==> src/rtl/elevator_scheduler.sv <==
// elevator_scheduler: N-floor SCAN car controller with travel and door-dwell timing.
// Define DOOR_HOLD_EN to add the DoorHold input that extends the door dwell.
module elevator_scheduler #(
    parameter int unsigned N_FLOORS      = 6,
    parameter int unsigned TRAVEL_CYCLES = 4,
    parameter int unsigned DOOR_CYCLES   = 3
) (
    input  logic                Clock,
    input  logic                Reset,
    input  logic [N_FLOORS-1:0] reqIn,
    input  logic                Stop,
`ifdef DOOR_HOLD_EN
    input  logic                DoorHold,
`endif
    output logic [N_FLOORS-1:0] currentFloor,
    output logic [N_FLOORS-1:0] pending,
    output logic                Up,
    output logic                Down,
    output logic                Moving,
    output logic                DoorOpen
);

    localparam int unsigned CMAX = (TRAVEL_CYCLES > DOOR_CYCLES) ? TRAVEL_CYCLES : DOOR_CYCLES;
    localparam int unsigned CW   = $clog2(CMAX + 1);
    localparam logic [CW-1:0] TLOAD = CW'(TRAVEL_CYCLES - 1);
    localparam logic [CW-1:0] DLOAD = CW'(DOOR_CYCLES - 1);

    typedef enum logic [1:0] {StIdle, StMoveUp, StMoveDown, StDoorOpen} state_e;

    state_e              state_q, state_d;
    logic [N_FLOORS-1:0] floor_q, floor_d;
    logic [N_FLOORS-1:0] req_q, req_d;
    logic                up_q, up_d;
    logic [CW-1:0]       tcnt_q, tcnt_d;
    logic [CW-1:0]       dcnt_q, dcnt_d;
    logic                moving_q, door_q;

    logic [N_FLOORS-1:0] pend, clr, below_mask, above_mask;
    logic                above, below, here, ahead, behind, hold;

`ifdef DOOR_HOLD_EN
    assign hold = DoorHold;
`else
    assign hold = 1'b0;
`endif

    always_comb begin
        pend       = req_q | reqIn;
        below_mask = floor_q - N_FLOORS'(1);
        above_mask = ~(floor_q | below_mask);
        above      = |(pend & above_mask);
        below      = |(pend & below_mask);
        here       = |(pend & floor_q);
        ahead      = up_q ? above : below;
        behind     = up_q ? below : above;

        state_d = state_q;
        floor_d = floor_q;
        up_d    = up_q;
        tcnt_d  = tcnt_q;
        dcnt_d  = dcnt_q;

        unique case (state_q)
            StIdle: begin
                if (!Stop) begin
                    if (here) begin
                        state_d = StDoorOpen;
                        dcnt_d  = DLOAD;
                    end else if (ahead) begin
                        state_d = up_q ? StMoveUp : StMoveDown;
                        tcnt_d  = TLOAD;
                    end else if (behind) begin
                        state_d = up_q ? StMoveDown : StMoveUp;
                        up_d    = ~up_q;
                        tcnt_d  = TLOAD;
                    end
                end
            end
            StMoveUp, StMoveDown: begin
                if (!Stop) begin
                    if (tcnt_q == '0) begin
                        floor_d = (state_q == StMoveUp) ? (floor_q << 1) : (floor_q >> 1);
                        // A call raised on the arrival edge for the new floor still stops the car.
                        if (|(pend & floor_d)) begin
                            state_d = StDoorOpen;
                            dcnt_d  = DLOAD;
                        end else begin
                            tcnt_d = TLOAD;
                        end
                    end else begin
                        tcnt_d = tcnt_q - CW'(1);
                    end
                end
            end
            StDoorOpen: begin
                if (!Stop) begin
                    if (here || hold) begin
                        dcnt_d = DLOAD;
                    end else if (dcnt_q != '0) begin
                        dcnt_d = dcnt_q - CW'(1);
                    end else if (ahead) begin
                        state_d = up_q ? StMoveUp : StMoveDown;
                        tcnt_d  = TLOAD;
                    end else if (behind) begin
                        state_d = up_q ? StMoveDown : StMoveUp;
                        up_d    = ~up_q;
                        tcnt_d  = TLOAD;
                    end else begin
                        state_d = StIdle;
                    end
                end
            end
            default: state_d = StIdle;
        endcase

        // Calls for the floor the door is (or stays) open at are served immediately.
        clr   = (state_d == StDoorOpen) ? floor_d : '0;
        req_d = pend & ~clr;
    end

    always_ff @(posedge Clock or negedge Reset) begin
        if (!Reset) begin
            state_q  <= StIdle;
            floor_q  <= N_FLOORS'(1);
            req_q    <= '0;
            up_q     <= 1'b1;
            tcnt_q   <= '0;
            dcnt_q   <= '0;
            moving_q <= 1'b0;
            door_q   <= 1'b0;
        end else begin
            state_q  <= state_d;
            floor_q  <= floor_d;
            req_q    <= req_d;
            up_q     <= up_d;
            tcnt_q   <= tcnt_d;
            dcnt_q   <= dcnt_d;
            moving_q <= (state_d == StMoveUp) || (state_d == StMoveDown);
            door_q   <= (state_d == StDoorOpen);
        end
    end

    assign currentFloor = floor_q;
    assign pending      = req_q;
    assign Up           = up_q;
    assign Down         = ~up_q;
    assign Moving       = moving_q;
    assign DoorOpen     = door_q;

endmodule

==> config.mk <==
export PLATFORM = sky130hd
export DESIGN_NAME = elevator_scheduler
export DESIGN_NICKNAME = d
export VERILOG_FILES = /design/src/rtl/elevator_scheduler.sv
export SDC_FILE = /design/constraint.sdc
export NUM_CORES = 1
export LEC_CHECK = 0
export CAP_MARGIN = 15
export CORE_ASPECT_RATIO = 0.5
export CORE_MARGIN = 2
export CORE_UTILIZATION = 50
export DETAILED_ROUTE_END_ITERATION = 8
export PLACE_DENSITY = 0.75
export SLEW_MARGIN = 10
export SYNTH_ARGS = -nofsm -noshare
export SYNTH_HDL_FRONTEND = slang
export SYNTH_SLANG_ARGS = --single-unit
==> constraint.sdc <==
create_clock -name Clock -period 3.8 [get_ports Clock]
set_clock_uncertainty 0.1 [all_clocks]
set_input_delay 0.38 -clock Clock [delete_from_list [all_inputs] [get_ports Clock]]
set_output_delay 0.38 -clock Clock [all_outputs]
set_load 0.02 [all_outputs]
[Word-level counts from Yosys, hierarchy flattened]
Index checks and enable logic that the tools add are counted.
Word-level totals
  register bits: 23
  output and inout port bits: 16
Cells by class
  $add $sub $neg: 3
  eq/ne operators: 17
  multiplexer cells: 50
  bitwise logic cells: 10
  reduce and logical (&&, ||, !) cells: 13
Operators by type and width (count)
  2-to-1 mux 3 bit: 18
  AND 6 bit: 5
  2-to-1 mux 6 bit: 5
  2-to-1 mux 2 bit: 14
  OR reduction 6 bit: 4
  != test 2 bit (second input constant): 9
  one-hot mux 3 bit (3 select lines): 2
  AND reduction 7 bit: 2
  NOT 6 bit: 2
  bitwise OR 6 bit: 2
  2-to-1 mux 1 bit: 9
  equality test 2 bit (second input constant): 4
  != test 3 bit (second input constant): 2
  one-hot mux 2 bit (3 select lines): 1
  AND reduction 6 bit: 1
  subtractor 3 x 1 -> 3 bit (second input constant): 2
  subtractor 6 x 1 -> 6 bit (second input constant): 1
  equality test 2 x 1 -> 1 bit (second input constant): 2
  logical NOT 3 bit: 1
  nonzero test 3 bit: 1
  logical NOT 2 bit: 1
  one-hot mux 1 bit (2 select lines): 1
  nonzero test 2 bit: 1
  OR reduction 2 bit: 1
  other kinds (2): 2

[Depth between registers and ports, before layout]
Gate-level depths: netlist (run 1).
  depth in word-level cells: 16
  gate-level depth with buffers: 12
  mapped depth without buffers: 12

[Worst setup path after synthesis (run 1)]
OpenSTA, ideal clock, no wires.
  kind: register -> register
  from: reg floor_q[1] (netlist: currentFloor[1])
  to: reg req_q[3] (netlist: pending[3])
  arrival: 2.640 ns
  required time: 3.566 ns
  setup slack: 0.925 ns
  stages on the path, launching flop included: 13
  path through: dfrtp_1 > inv_1 > nand3_1 > or3_1 > ha_1 > inv_1 > o2bb2ai_1 > nor3_1 > o21ai_0 > a21oi_1 > a2bb2oi_1 > ha_1 > a21boi_0
On the way
  word-level cells in the longest chain between the ends: 16
  elaborated cells between the ends (all ways): 31
Ends and longest elaborated chain
  from (decl): line 31  | logic [N_FLOORS-1:0] floor_q, floor_d;
  from (signal assigned): line 133  | floor_q <= floor_d;
  subtractor 6 x 1 -> 6 bit: line 49  | below_mask = floor_q - N_FLOORS'(1);
  bitwise OR 6 bit: line 50  | above_mask = ~(floor_q | below_mask);
  NOT 6 bit: line 50
  AND 6 bit: line 51  | above = |(pend & above_mask);
  OR reduction 6 bit: line 51
  2-to-1 mux 1 bit: line 55  | behind = up_q ? below : above;
  2-to-1 mux 2 bit: line 104  | end else if (behind) begin
  2-to-1 mux 2 bit: line 101  | end else if (ahead) begin
  [... 2 more ...]
  2-to-1 mux 2 bit: line 96  | if (!Stop) begin
  one-hot mux 2 bit (3 select lines) (*): line 63  | unique case (state_q)
  named net state_d[0]: line 30  | state_e state_q, state_d;
  equality test 2 bit (*): line 117  | clr = (state_d == StDoorOpen) ? floor_d : '0;
  2-to-1 mux 6 bit (*): line 117
  NOT 6 bit (*): line 118  | req_d = pend & ~clr;
  AND 6 bit (*): line 118
  named net req_d[3]: line 32  | logic [N_FLOORS-1:0] req_q, req_d;
  to (signal assigned): line 134  | req_q <= req_d;
  to (decl): line 32
Mark *: on every way through the listed nets, which the timed path passes. The rest lies on a longest branch.
A chain may end at the register's enable or synchronous reset.

[Worst setup path in the final report (run 1)]
Ends and elaborated chain as after synthesis.

==> flow_metrics.py, run 1 <==
metrics = {
    "outcome": {
        "status": "finished clean",
    },
    "placed_design": {
        "dp_hpwl_um": 2760,
        "dpl.cell_count": 228,
        "portBuffers": 24,
        "gp_congestion": 0.894,
    },
    "synthesis": {
        "post-synth-top-area-cell": "dfrtp_1",
        "ys_types": 45,
        "syn_avg_cell_area_sq_um": 9.25,
        "yosys-top-cells-area": "dfrtp_1 (34%), ha_1 (12%), inv_1 (4.9%)",
        "ys_warn_count": 0,
        "ys_seq_area_frac": 0.374,
        "synthFlopType": "dfrtp_1",
        "netlist.area_leader.share": 0.340,
        "synth_nets": 191,
        "syn-instance-count": 167,
        "synth_edf_count": 0,
        "ys_ff_latch": 23,
        "syn-cell-area_sq_um": 1540,
        "async_flop_share": 1.00,
    },
    "routing": {
        "ant_nets": 0,
        "drt_iter0_drc": 169,
        "wl_per_cell_um": 15.6,
        "drcViolationCount": 0,
        "vias": 1391,
        "drt-total-wl_um": 3630,
        "drt-pass1-iter-count": 4,
        "viasPerCell": 5.97,
    },
    "cts": {
        "cts_root_buffer": "clkbuf_8",
        "clkTransAtPathRegs_ns": 0.09,
        "cts_tree": "yes",
        "clock_path_buffers": 2,
        "post_cts_buffers": 0,
        "cts_sinks": 23,
        "clock_latency_ns": 0.26,
        "hold_buffers": 0,
        "post_cts_resized": 0,
        "h-tree-depth": 1,
        "numCtsBuffers": 3,
    },
    "global_routing": {
        "grt.total_usage": 0.227,
        "grt_max_degree": 24,
        "first_global_vias": 1217,
        "antenna_found_initial": 0,
        "grt-ovfl-total": 0,
        "grt_pass1_wl_um": 6000,
    },
    "run": {
        "cap_viol_max_count": 0,
    },
    "floorplanning": {
        "coreArea_sq_um": 2980,
        "dieArea_sq_um": 3580,
        "die_h_um": 43.3,
        "row_count": 14,
        "die_x_um": 82.6,
        "io_pins": 25,
        "start_util": 0.518,
    },
    "final_layout": {
        "antennaDiodeCount": 0,
        "layout_common_cells": "clkdlybuf4s50_1 (24), dfrtp_1 (21), inv_1 (20), o21ai_0 (15), ha_1 (15)",
        "drive_above_1_share": 0.0984,
        "fillers": 273,
        "layout.nets": 218,
        "instances_no_fill": 233,
        "syn_to_final_growth_pct": 21.6,
        "layout_commonest_cell": "clkdlybuf4s50_1",
    },
    "setup_path": {
        "reg2reg_from": "currentFloor[1]$_DFF_PN0_",
        "cp-startpoint": "currentFloor[1]$_DFF_PN0_",
        "crit_path_start_kind": "register",
        "critPathMaxFanout": 7,
        "crit_arrival_ns": 3.48,
        "critPathMaxStageDelay_ns": 0.60,
        "cp-end-kind": "register",
        "path_buf_inv": 2,
        "path_cells": "inv_1, nand3_1, or3_1, ha_1, inv_1, o2bb2ai_1, nor3_1, o21ai_0, a21oi_1, a2bb2oi_1, ha_1, a21boi_0",
        "cpLargestDelayFamily": "simple AND/OR/NAND/NOR gates",
        "required_ns": 3.83,
        "crit_type": "reg -> reg",
        "crit_slowest_cell": "nor3_1",
    },
    "hold_path": {
        "hold_class": "in -> async",
    },
    "pwr": {
        "power_density_nw_per_um2": 499,
        "power_leakage_nw": 0.798,
        "ir_worst_vdd_uv": 217,
    },
    "sta": {
        "fin_crit_ns": 3.45,
        "drv_slew": 0,
        "max_freq_mhz": 290,
        "maxSlewHeadroom": 0.506,
        "final.period_utilization": 0.909,
        "tightest_slew_ns": 0.735,
        "finalHoldViolCount": 0,
        "setup_viol": 0,
        "grt_setup_unrepaired": "no",
        "tns_ns": 0,
    },
}
## per-stage QoR
step / utilization / worst slack, ns / instance area (sq um) / hold slack (ns) / power [mW]
3_5_place_dp: 0.610 / 0.326 / 1820 / 0.403 / 0.775
5_1_grt: 0.630 / 0.0245 / 1880 / 0.389 / 1.01
2_1_floorplan: - / 0.925 / 1540 / -0.0156 / 0.663
6_report: 0.630 / 0.346 / 1880 / 0.347 / 0.936
3_3_place_gp: 0.610 / 0.388 / 1820 / 0.376 / 0.763
4_1_cts: 0.625 / 0.364 / 1860 / 0.422 / 0.932
## cells in the mapped netlist, drive strengths merged (2+ instances only)
cell and number:
a22oi 3, mux2 7, dfstp 2, o22ai 2, nand3 4, o21ai 15
nand2 14, o31ai 2, dfrtp 21, nor2 9, o211ai 2, clkbuf 2
inv 20, nor3 5, a211oi 3, a21oi 7, nand2b 2, or2 4
ha 15, a22o 4, a21o 2, a21boi 2, o2111ai 2, nand4 2
## power by group
| group | switching, mW | internal [mW] |
|---|---|---|
| clock network | 0.0812 | 0.0732 |
| logic | 0.275 | 0.186 |
| registers | 0.0285 | 0.292 |
## cell type report
class	count	area, sq um	area share
Sequential cell	23	578	0.308
Inverter	20	75.1	0.0400
Timing Repair Buffer	25	255	0.136
Tap cell	40	50.0	0.0267
Clock inverter	1	5.00	0.00267
Multi-Input combinational cell	121	872	0.465
Clock buffer	3	41.3	0.0220
## final timing paths
path,end,slack [ns],cells after the start
worst max-delay path,pending[3]$_DFF_PN0_,0.35,12
worst min-delay path,currentFloor[4]$_DFF_PN0_,0.35,1
worst max register to register,pending[3]$_DFF_PN0_,0.35,12
worst min register to register,tcnt_q[1]$_DFFE_PN0P_,0.42,1
max in group asynchronous,currentFloor[0]$_DFF_PN1_,2.70,2
min in group Clock,tcnt_q[1]$_DFFE_PN0P_,0.42,1
## registers in the layout, summed over array words and instances, names as in the netlist
signal,cells
state_q,2
Up,1
tcnt_q,3
Moving,1
dcnt_q,3
pending,6
currentFloor,6
DoorOpen,1
## metal layers
metal / wire length [um] / vias to the layer above / global-route usage / part of all wire
li1: - / 657 / - / -
met1: 1770 / 676 / 0.334 / 0.49
met2: 1620 / 56 / 0.353 / 0.45
met3: 222 / 2 / 0.0447 / 0.061
met4: 19 / 0 / 0.0295 / 0.0052
met5: 0 / - / 0 / 0
## logic make-up after synthesis
kind of cell,after synthesis,synth area share
and+or+nand+nor,45,0.143
muxes,8,0.0624
adders and majority gates,15,0.122
DFF,23,0.374
buffers and inverters,23,0.0608
AOI/OAI and AO/OA,53,0.238
No activity file was read; power rests on OpenSTA's default activity.
==> inputs of run 2 (changes only) <==
--- a/config.mk
+++ b/config.mk
@@ -9,6 +9,7 @@
 export CORE_ASPECT_RATIO = 0.5
 export CORE_MARGIN = 2
 export CORE_UTILIZATION = 50
+export CTS_CLUSTER_DIAMETER = 30
 export DETAILED_ROUTE_END_ITERATION = 8
 export PLACE_DENSITY = 0.75
 export SLEW_MARGIN = 10
==> results of run 2 <==
Same layout as run 1: the final DEF is identical, and so are final timing and power.
